===== config.mk =====
export PLATFORM = sky130hd
export DESIGN_NAME = key_seq_gen
export DESIGN_NICKNAME = d
export VERILOG_FILES = /design/src/rtl/key_pkg.sv /design/src/rtl/key_seq_gen.sv
export SDC_FILE = /design/constraint.sdc
export NUM_CORES = 1
export LEC_CHECK = 0
export ABC_AREA = 1
export CAP_MARGIN = 20
export CORE_AREA = 2 2 39 41
export CTS_BUF_LIST = sky130_fd_sc_hd__clkbuf_8 sky130_fd_sc_hd__clkbuf_16
export DETAILED_ROUTE_END_ITERATION = 7
export DIE_AREA = 0 0 41 43
export PLACE_DENSITY_LB_ADDON = 0.12
export SLEW_MARGIN = 25
export SYNTH_ARGS = -nofsm -noshare
export SYNTH_HDL_FRONTEND = slang
export SYNTH_SLANG_ARGS = --single-unit

===== constraint.sdc =====
create_clock -name clk -period 3.3 [get_ports clk]
set_input_delay 0.495 -clock clk [delete_from_list [all_inputs] [get_ports clk]]
set_output_delay 0.495 -clock clk [all_outputs]
set_load 0.01 [all_outputs]

===== src/rtl/key_pkg.sv =====
// Shared types and defaults for the key checker: FSM states, the seed of the
// expected key sequence, and default word width and run length.
package key_pkg;

  typedef enum logic [1:0] {
    S_IDLE  = 2'd0,
    S_CHECK = 2'd1,
    S_DONE  = 2'd2
  } state_t;

  localparam logic [7:0] KEY_SEED  = 8'hD9;
  localparam int         DEF_WIDTH = 8;
  localparam int         DEF_LEN   = 8;
  localparam logic [7:0] NO_ERR    = 8'hFF;

endpackage


===== src/rtl/key_seq_gen.sv =====
// Expected-key generator: exp steps by 2*cnt per accepted word, cnt is a
// 2-bit counter, so every fourth word is SEED + 12n.
module key_seq_gen
  import key_pkg::*;
#(
  parameter int               WIDTH = DEF_WIDTH,
  parameter logic [WIDTH-1:0] SEED  = WIDTH'(KEY_SEED)
) (
  input  logic             clk,
  input  logic             reset,
  input  logic             load,
  input  logic             advance,
  output logic [WIDTH-1:0] exp
);

  logic [1:0] cnt;

  always_ff @(posedge clk or negedge reset) begin
    if (!reset) begin
      exp <= SEED;
      cnt <= 2'd0;
    end else if (load) begin
      exp <= SEED;
      cnt <= 2'd0;
    end else if (advance) begin
      exp <= exp + WIDTH'({cnt, 1'b0});
      cnt <= cnt + 2'd1;
    end
  end

endmodule


## Word level (Yosys, flattened, before mapping)

Cells that the tools add are included.

- Flip-flop bits (word level): 10
- Output and inout bits: 8

- $add $sub $neg: 2
- Multiplexer cells: 4
- Reduce and logical (&&, ||, !) cells: 1

Operator list:

| operator | number |
|---|---|
| 8-bit 2-to-1 mux | 2 |
| 8-bit by 3-bit adder with 8-bit output | 1 |
| 2-bit 2-to-1 mux | 2 |
| 2-bit by 1-bit adder with 2-bit output, second input constant | 1 |
| 2-bit nonzero test | 1 |

## Longest topological paths before layout

- Word-level depth: 3
- Depth in mapped cells: 7
- Gate-level depth less buffers: 7

## Worst setup path after synthesis

OpenSTA, ideal clock, no wires.

- Path type: register -> register
- Start: register exp[1]
- End: register exp[5]
- Arrival time: 1,281 ps
- Required time: 3,183 ps
- Slack: 1,903 ps
- Stages on the path, launching flop included: 7
- Path through: dfrtp_1 -> ha_1 -> fa_1 -> nand3_1 -> nor2_1 -> nor2_1 -> nor2_1

- Word-level cells in the longest chain between the ends: 3

Ends and longest elaborated chain:

| what | RTL line | source |
|---|---|---|
| from (decl) | key_seq_gen.sv:13 | `output logic [WIDTH-1:0] exp` |
| from (signal assigned) | key_seq_gen.sv:26 | `exp <= exp + WIDTH'({cnt, 1'b0});` |
| 8-bit by 3-bit adder with 8-bit output | key_seq_gen.sv:26 |  |
| 8-bit 2-to-1 mux | key_seq_gen.sv:25 | `end else if (advance) begin` |
| 8-bit 2-to-1 mux | key_seq_gen.sv:22 | `end else if (load) begin` |

No other way between the ends. The select of a mux whose other input is x is not followed.
A chain may end at the register's enable or synchronous reset.

## Worst setup path in the final report

- Start: register exp[3]
- End: output exp[3]

No word-level cell between the ends.

==> impl_metrics.env <==
export IMPL_htreeDepth=1
export IMPL_critPathRequiredTime_ps=2800
export IMPL_yosysUniqueCellTypes=13
export IMPL_postSynthRegisterBits=10
export IMPL_setup_worst_path_start="exp[3]"
export IMPL_die_width_um=41
export IMPL_finalClockSkew_ps=9.320
export IMPL_die_area_mm2=0.001763
export IMPL_setup_tns_final_ps=0
export IMPL_dpl_cell_area_um2=645.6
export IMPL_ys_warns=0
export IMPL_synth_cell_area_um2=515.5
export IMPL_first_pass_iters=2
export IMPL_detailedPlacementHpwl_um=742.5
export IMPL_crit_cells=1
export IMPL_synth_seq_area_share_pct=49.76
export IMPL_per_cell_via_count_in_the_routed_design=4.717
export IMPL_ir_drop_uv=252.3
export IMPL_layout_min_cycle_time_ps=1866
export IMPL_reg2reg_slack_ps=1840
export IMPL_critPathTopFamily="flip-flops"
export IMPL_clockBufferDepth=2
export IMPL_buffers_and_inverters_on_the_worst_path=1
export IMPL_maxSlewHeadroom_pct=69.45
export IMPL_critical_path_slowest_cell="dfstp_2"
export IMPL_pwr_density_cell_mw_per_mm2=415.7
export IMPL_fin_area_um2=690.7
export IMPL_cp_endpoint="exp[3]"
export IMPL_critical_path_cell_chain="clkdlybuf4s50_1"
export IMPL_cts_setup_buffers=0
export IMPL_initialDrtViolationCount=3
export IMPL_status="completed"
export IMPL_clk_pin_slew_ps=50
export IMPL_cts_tree="done"
export IMPL_timing_final_setup_violations=0
export IMPL_antenna_violations_before_repair=0
export IMPL_worst_endpoint_arrival_ps=1370
export IMPL_worstRegToRegCells=7
export IMPL_critical_path_class="flop to output pin"
export IMPL_antenna_diode_count=0
export IMPL_grt_pass1_vias=413
export IMPL_coreArea_mm2=0.001384
export IMPL_cap_violations=0
export IMPL_die_height_um=43
export IMPL_cts_hold_buffers_added=0
export IMPL_portBuffers=11
export IMPL_cts_resized_gates=0
export IMPL_routed_wl_um=985
export IMPL_maxClockFrequency_ghz=0.5358
export IMPL_remaining_drc_errors=0
export IMPL_r2r_end="exp[5]"
export IMPL_worst_hold_slack_ps=487.9
export IMPL_root_buffer="clkbuf_8"
export IMPL_leakagePower_nw=0.3563
export IMPL_initial_core_util_pct=37.25
export IMPL_cts_sinks=10
export IMPL_gr_usage_all_layers_pct=14.31
export IMPL_number_of_pins_exceeding_their_max_slew_limit_in_the_final_report=0
export IMPL_min_period_over_period_pct=56.56
export IMPL_globalplace_congestion=0.7105
export IMPL_ios=12
export IMPL_startpoint_type="flop"
export IMPL_cp_end_kind="output pin"
export IMPL_vias=434
export IMPL_grt_max_degree=11
export IMPL_wl_per_cell_um=10.71
export IMPL_grt_first_pass_wirelength_um=1718
export IMPL_utilization_pct=49.91
export IMPL_clk_insertion_delay_late_ps=230
export IMPL_fin_total_pwr_uw=287.1
export IMPL_drtAntennaViolNets=0
export IMPL_share_of_post_route_cells_with_drive_strength_above_1_pct=14.47
export IMPL_cpPeakStageDelay_ps=590
export IMPL_area_delta_synth_final_pct=33.98
export IMPL_synth_net_count=68
export IMPL_hold_class="flop to flop"
export IMPL_cts_buffers=3
export IMPL_syn_inst=61
export IMPL_final_hold_violation_count=0
export IMPL_core_rowCount=14
export IMPL_nNetsFinal=84
export IMPL_critical_path_max_fanout=7
export IMPL_worstMarginPinSlew_ps=456.8
export IMPL_postSynthAreaPerCell_um2=8.451
export IMPL_grt_setup_unrepaired="false"
export IMPL_grt_overflow_total=0
export IMPL_rr_startpoint="exp[1]"
[cells by family after synthesis]
family,after synthesis,synth area share (%)
buf+inv,5,3.641
simple gates,42,36.17
fa+ha+maj,3,8.737
xor+xnor,1,1.699
flops,10,49.76
[worst min path at each step]
stage,slack [ps],startpoint,endpoint,depth (start not counted)
2_1_floorplan,200,reset,cnt[0],0
3_3_place_gp,480,exp[6],exp[6],2
3_5_place_dp,490,exp[6],exp[6],2
4_1_cts,500,exp[6],exp[6],2
5_1_grt,520,exp[6],exp[6],2
6_report,490,exp[6],exp[6],2
[cells in the mapped netlist, drive strengths merged]
cell / n / area share, %
dfrtp: 5 / 24
dfstp: 5 / 25
fa: 1 / 3.9
ha: 2 / 4.9
inv: 5 / 3.6
nand2: 20 / 15
nand3: 11 / 11
nor2: 9 / 8.5
or2: 2 / 2.4
xor2: 1 / 1.7
[per-stage QoR]
step / worst slack (ps) / cells
6_report: 1434 / 92
5_1_grt: 1395 / 92
4_1_cts: 1430 / 92
3_5_place_dp: 1672 / 88
3_3_place_gp: 1684 / 88
2_1_floorplan: 1903 / 61
[report_power, final]
group	switching [mW]	internal, mW	total, mW
combinational	0.0148	0.0126	0.0274
sequential	0.00441	0.128	0.132
clock	0.0465	0.0813	0.128
total	0.0657	0.221	0.287
[registers in the layout, indices dropped and copies added (netlist names)]
| register | count |
|---|---|
| cnt | 2 |
| exp | 8 |
[area by class of cell]
cell class                 instances  area [um^2]
fill                             131        693.2
sequential                        10        256.5
multi-input combinational         46        240.2
timing repair buffer              11        110.1
clock buffer                       3        41.29
tap                               16        20.02
inverter                           5        18.77
clock inverter                     1        3.754
[layer usage]
layer | wire (um) | track usage [%] | share of wire (%)
met2 | 475 | 21.25 | 48
met3 | 41 | 3.141 | 4.2
met4 | 13 | 8.000 | 1.3
met5 | 0 | 0 | 0
met1 | 455 | 18.33 | 46
[cells in the final DEF (no fill, tap or decap)]
cell,n
xor2_1,1
clkdlybuf4s50_1,11
nand2_1,20
nor2_1,7
or2_2,1
dfrtp_1,5
dfstp_2,5
nor2_4,1
or2_0,1
nand3_1,11
inv_1,6
fa_1,1
nor2_2,1
clkbuf_8,3
ha_1,2
Note: power is estimated with default switching activity, not from simulation.
